## src/rtl/led_mode_ctrl.sv

```systemverilog
// Button-cycled LED mode controller: switch passthrough, blink, chase and binary count.
// Define LED_DEBOUNCE_EN to debounce the synchronized button before edge detection.
module led_mode_ctrl #(
  parameter int unsigned WIDTH           = 8,
  parameter int unsigned TICK_DIV        = 1000000,
  parameter int unsigned DEBOUNCE_CYCLES = 16
) (
  input  logic             clk_in,
  input  logic             rst_low_in,
  input  logic [WIDTH-1:0] sw_in,
  input  logic             btn_in,
  output logic [WIDTH-1:0] led_out,
  output logic [1:0]       mode_out,
  output logic             tick_out
);

  localparam int unsigned CntW = $clog2(TICK_DIV);

  typedef enum logic [1:0] {
    ModePass  = 2'd0,
    ModeBlink = 2'd1,
    ModeChase = 2'd2,
    ModeCount = 2'd3
  } mode_e;

  if (WIDTH < 1 || TICK_DIV < 2 || DEBOUNCE_CYCLES < 1) begin : gen_param_check
    $error("led_mode_ctrl: parameter out of range");
  end

  logic             sync1_q, sync2_q, prev_q;
  logic             btn_lvl, advance;
  logic [CntW-1:0]  pre_q, pre_d;
  logic             strobe, tick_q;
  mode_e            mode_q, mode_d;
  logic             phase_q, phase_d;
  logic [WIDTH-1:0] chase_q, chase_d;
  logic [WIDTH-1:0] count_q, count_d;
  logic [WIDTH-1:0] led_q, led_d;

  always_ff @(posedge clk_in) begin
    if (!rst_low_in) begin
      sync1_q <= 1'b0;
      sync2_q <= 1'b0;
      prev_q  <= 1'b0;
    end else begin
      sync1_q <= btn_in;
      sync2_q <= sync1_q;
      prev_q  <= btn_lvl;
    end
  end

`ifdef LED_DEBOUNCE_EN
  localparam int unsigned DbW = (DEBOUNCE_CYCLES > 1) ? $clog2(DEBOUNCE_CYCLES) : 1;

  logic           db_q;
  logic [DbW-1:0] db_cnt_q;

  // The level flips only after DEBOUNCE_CYCLES consecutive disagreeing samples.
  always_ff @(posedge clk_in) begin
    if (!rst_low_in) begin
      db_q     <= 1'b0;
      db_cnt_q <= '0;
    end else if (sync2_q != db_q) begin
      if (db_cnt_q == DbW'(DEBOUNCE_CYCLES - 1)) begin
        db_q     <= sync2_q;
        db_cnt_q <= '0;
      end else begin
        db_cnt_q <= db_cnt_q + DbW'(1);
      end
    end else begin
      db_cnt_q <= '0;
    end
  end

  assign btn_lvl = db_q;
`else
  assign btn_lvl = sync2_q;
`endif

  assign advance = btn_lvl & ~prev_q;
  assign strobe  = (pre_q == CntW'(TICK_DIV - 1));
  assign pre_d   = strobe ? '0 : pre_q + CntW'(1);

  always_comb begin
    mode_d  = mode_q;
    phase_d = phase_q;
    chase_d = chase_q;
    count_d = count_q;
    led_d   = '0;

    // A mode change takes priority over a coincident strobe.
    if (advance) begin
      unique case (mode_q)
        ModePass: begin
          mode_d  = ModeBlink;
          phase_d = 1'b0;
        end
        ModeBlink: begin
          mode_d  = ModeChase;
          chase_d = WIDTH'(1);
        end
        ModeChase: begin
          mode_d  = ModeCount;
          count_d = '0;
        end
        ModeCount: begin
          mode_d = ModePass;
        end
      endcase
    end else if (strobe) begin
      case (mode_q)
        ModeBlink: phase_d = ~phase_q;
        ModeChase: chase_d = (chase_q << 1) | (chase_q >> (WIDTH - 1));
        ModeCount: count_d = count_q + WIDTH'(1);
        default:   ;
      endcase
    end

    unique case (mode_q)
      ModePass:  led_d = sw_in;
      ModeBlink: led_d = phase_q ? sw_in : '0;
      ModeChase: led_d = chase_q;
      ModeCount: led_d = count_q;
    endcase
  end

  always_ff @(posedge clk_in) begin
    if (!rst_low_in) begin
      pre_q   <= '0;
      tick_q  <= 1'b0;
      mode_q  <= ModePass;
      phase_q <= 1'b0;
      chase_q <= WIDTH'(1);
      count_q <= '0;
      led_q   <= '0;
    end else begin
      pre_q   <= pre_d;
      tick_q  <= strobe;
      mode_q  <= mode_d;
      phase_q <= phase_d;
      chase_q <= chase_d;
      count_q <= count_d;
      led_q   <= led_d;
    end
  end

  assign led_out  = led_q;
  assign mode_out = mode_q;
  assign tick_out = tick_q;

endmodule

```

## config.mk

```make
export PLATFORM = sky130hd
export DESIGN_NAME = led_mode_ctrl
export DESIGN_NICKNAME = d
export VERILOG_FILES = /design/src/rtl/led_mode_ctrl.sv
export SDC_FILE = /design/constraint.sdc
export NUM_CORES = 1
export LEC_CHECK = 0
export BUFFER_PORTS_ARGS = -buffer_cell sky130_fd_sc_hd__buf_2
export CORE_UTILIZATION = 35
export DETAILED_ROUTE_END_ITERATION = 7
export MAX_ROUTING_LAYER = met4
export PLACE_DENSITY_LB_ADDON = 0.3
export SKIP_LAST_GASP = 1
export SYNTH_ARGS = -nofsm -noshare
export SYNTH_HDL_FRONTEND = slang
export SYNTH_SLANG_ARGS = --single-unit
```

## constraint.sdc

```tcl
create_clock -name clk_in -period 5.65 [get_ports clk_in]
set_input_delay 0.2825 -clock clk_in [delete_from_list [all_inputs] [get_ports clk_in]]
set_output_delay 0.2825 -clock clk_in [all_outputs]
set_load 0.02 [all_outputs]
```

Yosys cells after proc, flatten, opt, wreduce, memory -nomap -nowiden

Index checks and enable logic that the tools add are counted.

Shift-type cells: 0
Bitwise logic cells: 5
Add/subtract/negate cells: 2
Reduce and logical (&&, ||, !) cells: 9
Order comparisons: 0
Equal/unequal tests: 7
Divide/modulo/power cells: 0
Multiplexer cells: 15
Multiply operators: 0

Operator list:

| kind                    | number |
|---|---|
| $mux W8                 | 9 |
| $pmux W8 S4             | 1 |
| $add A20 B1 Y20 const B | 1 |
| $eq A20 B20 Y1 const B  | 1 |
| $reduce_and A3 Y1       | 3 |
| $add A8 B1 Y8 const B   | 1 |
| $or A8 B1 Y8            | 1 |
| $pmux W2 S4             | 1 |
| $reduce_bool A2 Y1      | 4 |
| $ne A2 B1 Y1 const B    | 3 |
| $eq A2 B2 Y1 const B    | 2 |
| $mux W1                 | 4 |
| $not A1 Y1              | 3 |
| $eq A2 B1 Y1 const B    | 1 |
| $logic_not A2 Y1        | 1 |
| $reduce_or A2 Y1        | 1 |
| $and A1 B1 Y1           | 1 |

Bits in latches: 0
Flip-flop bits (word level): 51
Memories kept: 0
Bits in read-only memories: 0
Input port bits: 11
Bits in writable memories: 0

Logic depth before layout (Yosys ltp)

Depth after elaboration: 4
Mapped depth: 7
Mapped depth without buffers: 6

Worst setup path after synthesis

No wires, ideal clock.

Path type: register to register
From: register pre_q[0]
To: register phase_q
Data required time: 5.580 ns
Setup slack: 3.588 ns
Stages on the path, launching flop included: 7
Setup time: 0.070 ns
Arrival time: 1.992 ns
Period minus slack after synthesis: 2.062 ns
Cells stage by stage: dfxtp_1 ha_1 nand2_1 or4_4 buf_6 or4_1 a21oi_1

Longest elaborated chain between the ends: 3

Ends and longest elaborated chain:

| what                                | RTL line | source |
|---|---|---|
| from (decl)                         | 32       | `logic [CntW-1:0] pre_q, pre_d;` |
| from (signal assigned)              | 137      | `pre_q <= pre_d;` |
| $eq A20 B20 Y1                      | 81       | `assign strobe = (pre_q == CntW'(TICK_DIV - 1));` |
| $reduce_bool A2 Y1 (no source line) | --       |  |
| $reduce_and A3 Y1 (no source line)  | --       |  |
| to (signal assigned)                | 140      | `phase_q <= phase_d;` |
| to (decl)                           | 35       | `logic phase_q, phase_d;` |

No other way between the ends.
A chain may end at the register's enable or synchronous reset.

Worst setup path in the final report

From: register pre_q[0]
To: register count_q[6]

Longest elaborated chain between the ends: 3

Ends and longest elaborated chain:

| what                                | RTL line | source |
|---|---|---|
| $eq A20 B20 Y1                      | 81       |  |
| $reduce_bool A2 Y1 (no source line) | --       |  |
| $reduce_and A3 Y1 (no source line)  | --       |  |
| to (signal assigned)                | 142      | `count_q <= count_d;` |
| to (decl)                           | 37       | `logic [WIDTH-1:0] count_q, count_d;` |

No other way between the ends.

==> impl_metrics.csv <==
group,metric,value,unit
yosys,synth_adder_area_share,0.03012,
layout,seq_area,1021,um^2
yosys,synth-compound-area-share,0.1561,
clocking,holdBufCountCts,0,
pwr,power_density,252.0,nW/um^2
sta,period_minus_slack,2340,ps
layout,layout_commonest_cell,"dfxtp_1",
sta,finalCritPeriodShare,0.4142,
global_route,grt_pass1_wl,9.439,mm
critical_path,crit_fanout,21,
global_route,first_global_vias,2025,
sta,max_freq,0.4273,GHz
layout,n_fill_cell,732,
floorplan,coreArea,6832,um^2
yosys,synth.distinct_cells,42,
routing,ant_nets,0,
yosys,synth_top_family_by_area,"simple AND/OR/NAND/NOR gates",
critical_path,required,5850,ps
yosys,synth_fp_nets,317,
clocking,cts_setup_buffers,0,
routing,vias,2215,
layout,final_nets,331,
worst_hold_path,holdPathStages,2,
pwr,leakage,0.9463,nW
sta,setup_viol,0,
routing,vias_per_cell,5.389,
sta,tns,0,ps
sta,tightest_slew,979.3,ps
layout,multi_input_area,1385,um^2
worst_hold_path,hp-class,"in2reg",
critical_path,ff2ff_setup_slack,3310,ps
critical_path,rr_startpoint,"pre_q[0]$_SDFF_PP0_",
sta,skew,8.966,ps
placement,io_buffers,21,
sta,rsz0062_at_grt,"false",
outcome,status,"finished, final reports clean",
floorplan,die_area,7462,um^2
critical_path,reg2reg_depth,5,
sta,timing.final.ws_setup,3310,ps
clocking,cts_tree,"done",
layout,syn_to_final_growth,12.40,%
yosys,synthMuxAreaShare,0.004016,
placement,place_ws,3331,ps
critical_path,critPathKind,"reg2reg",
yosys,synth_seq_cells,51,
global_route,antenna_found_initial,0,
global_route,grt_max_degree,23,
critical_path,startpoint,"pre_q[0]$_SDFF_PP0_",
sta,slew_violations,0,
clocking,cts_buffers,5,
routing,dr.pass1.iters,4,
placement,gp_congestion,0.7858,
yosys,seq_area_frac_synth,0.4096,
routing,routed_wl,5.706,mm
clocking,cts-root-buf,"clkbuf_8",
clocking,path_clk_slew,90,ps
worst_hold_path,worst_hold_path.endpoint,"sync1_q$_SDFF_PN0_",
routing,drc,0,
run,cap_violations,0,
clocking,clockBufferDepth,2,
yosys,syn_area,2492,um^2
yosys,synth_area_leaders,"dfxtp_1, nand3_1, nor2_1",
pwr,peakVddDrop,0.0001124,V
sta,max-slew-margin-rel,0.3458,
sta,fin_hold_ws,187.3,ps
global_route,grt_overflow_total,0,
floorplan,ios,22,
yosys,synth_edf_count,0,
clocking,h-tree-depth,2,
yosys,yosysWarningCount,0,
yosys,synthArstFlopShare,0,
yosys,ys.flop_type,"dfxtp_1",
yosys,synth_area_leader_cell,"dfxtp_1",
critical_path,crit-reg2reg-capture,"count_q[6]$_SDFFE_PN0P_",
yosys,synth-xor-area-share,0.04568,
layout,most-common-layout-cells,"dfxtp_1, nor2_1, nand3_1",
yosys,synth_top_area_frac,0.4096,
clocking,clock-sinks,51,
routing,drt_iter0_markers,133,
layout,drive_above_1_share,0.1206,
floorplan,die_y,86.39,um
floorplan,die_w,86.39,um
clocking,cts_resized,0,
floorplan,start_util,0.3648,
floorplan,rows,30,
yosys,synth_cells,300,
yosys,avgSynthCellArea,8.308,um^2
placement,dp_hpwl,3.878,mm
routing,post_drt_wl_per_cell,13.88,um
yosys,yosys.area_share.simple,0.3173,
layout,antennaDiodeCount,0,
critical_path,arrival,2540,ps
critical_path,start_kind,"flip-flop",
sta,finalHoldViolCount,0,
worst_hold_path,min-delay-start,"btn_in",
global_route,grt_usage,0.1638,
critical_path,cp-end-kind,"flip-flop",
clocking,insertion_delay,300,ps
-- cells in the mapped netlist (2+ instances only) --
| cell | number |
|---|---|
| clkbuf_1 | 13 |
| buf_2 | 2 |
| nor4b_1 | 4 |
| nor3_1 | 8 |
| nand2b_1 | 3 |
| or3_1 | 4 |
| or4b_2 | 2 |
| o31a_1 | 2 |
| a21oi_1 | 25 |
| o31ai_1 | 4 |
| and2_1 | 10 |
| a22oi_1 | 8 |
| nor2_1 | 34 |
| and3_1 | 6 |
| dfxtp_1 | 51 |
| and4_1 | 2 |
| xor2_1 | 8 |
| inv_1 | 6 |
| or4_1 | 4 |
| nor4_4 | 2 |
| nand3_1 | 26 |
| o21ai_0 | 16 |
| nand2_1 | 19 |
| xnor2_1 | 5 |
| nand4_1 | 10 |
| ha_1 | 6 |
| o311a_1 | 2 |
| nor4_1 | 3 |
| o211ai_1 | 2 |
-- layer usage --
layer  vias to the layer above  GRT usage  share of wire
met2                        45     0.2713           0.48
met3                        10    0.03905          0.042
li1                       1111          -              -
met5                         -          -              0
met4                         0    0.04848          0.014
met1                      1049     0.1981           0.47
-- layout make-up --
class,instances,share of cell area
Clock inverter,2,0.02144
Clock buffer,6,0.02590
Sequential cell,51,0.3644
Timing Repair Buffer,23,0.04288
Multi-Input combinational cell,227,0.4944
Tap cell,96,0.04288
Inverter,6,0.008039
-- sequential cells by signal, indices dropped and copies added, names as in the netlist --
name and count:
phase_q 1, pre_q 20, tick_out 1, prev_q 1
led_out 8, btn_lvl 1, sync1_q 1, mode_out 2
count_q 8, chase_q 8
-- where the power goes --
group	leakage (nW)	total (mW)	switching, mW	internal, mW
logic	0.467	0.0378	0.0251	0.0127
clock network	0.0654	0.298	0.121	0.177
registers	0.414	0.370	0.00369	0.366
-- how the worst max path moves through the flow --
| stage | endpoint | slack, ps | cells after the start |
|---|---|---|---|
| 2_1_floorplan | phase_q$_SDFFE_PN0P_ | 3590 | 6 |
| 3_3_place_gp | count_q[7]$_SDFFE_PN0P_ | 3400 | 5 |
| 3_5_place_dp | count_q[6]$_SDFFE_PN0P_ | 3330 | 5 |
| 4_1_cts | count_q[6]$_SDFFE_PN0P_ | 3320 | 5 |
| 5_1_grt | count_q[6]$_SDFFE_PN0P_ | 3210 | 5 |
| 6_report | count_q[6]$_SDFFE_PN0P_ | 3310 | 5 |
-- metrics by stage --
stage / std cells / cell area, um^2 / power [mW] / utilization
2_1_floorplan: 300 / 2492 / 0.4037 / -
3_3_place_gp: 403 / 2669 / 0.4158 / 0.3907
3_5_place_dp: 403 / 2669 / 0.4164 / 0.3907
4_1_cts: 411 / 2801 / 0.7161 / 0.4101
5_1_grt: 411 / 2801 / 0.7360 / 0.4101
6_report: 411 / 2801 / 0.7060 / 0.4101
-- worst max-delay path: stages (launching register included) --
cell,delay (ps)
dfxtp_1,400
ha_1,280
nand2_1,180
or4_4,690
o311a_1,390
o31a_1,300
-- cell families (layout without fill, tap and decap cells) --
kind of cell	count (synthesis)	after routing
simple gates	143	143
compound gates	64	64
flops	51	51
buf+inv	22	37
xor+xnor	13	13
fa+ha+maj	6	6
mux	1	1
No activity file was read; power rests on OpenSTA's default activity.
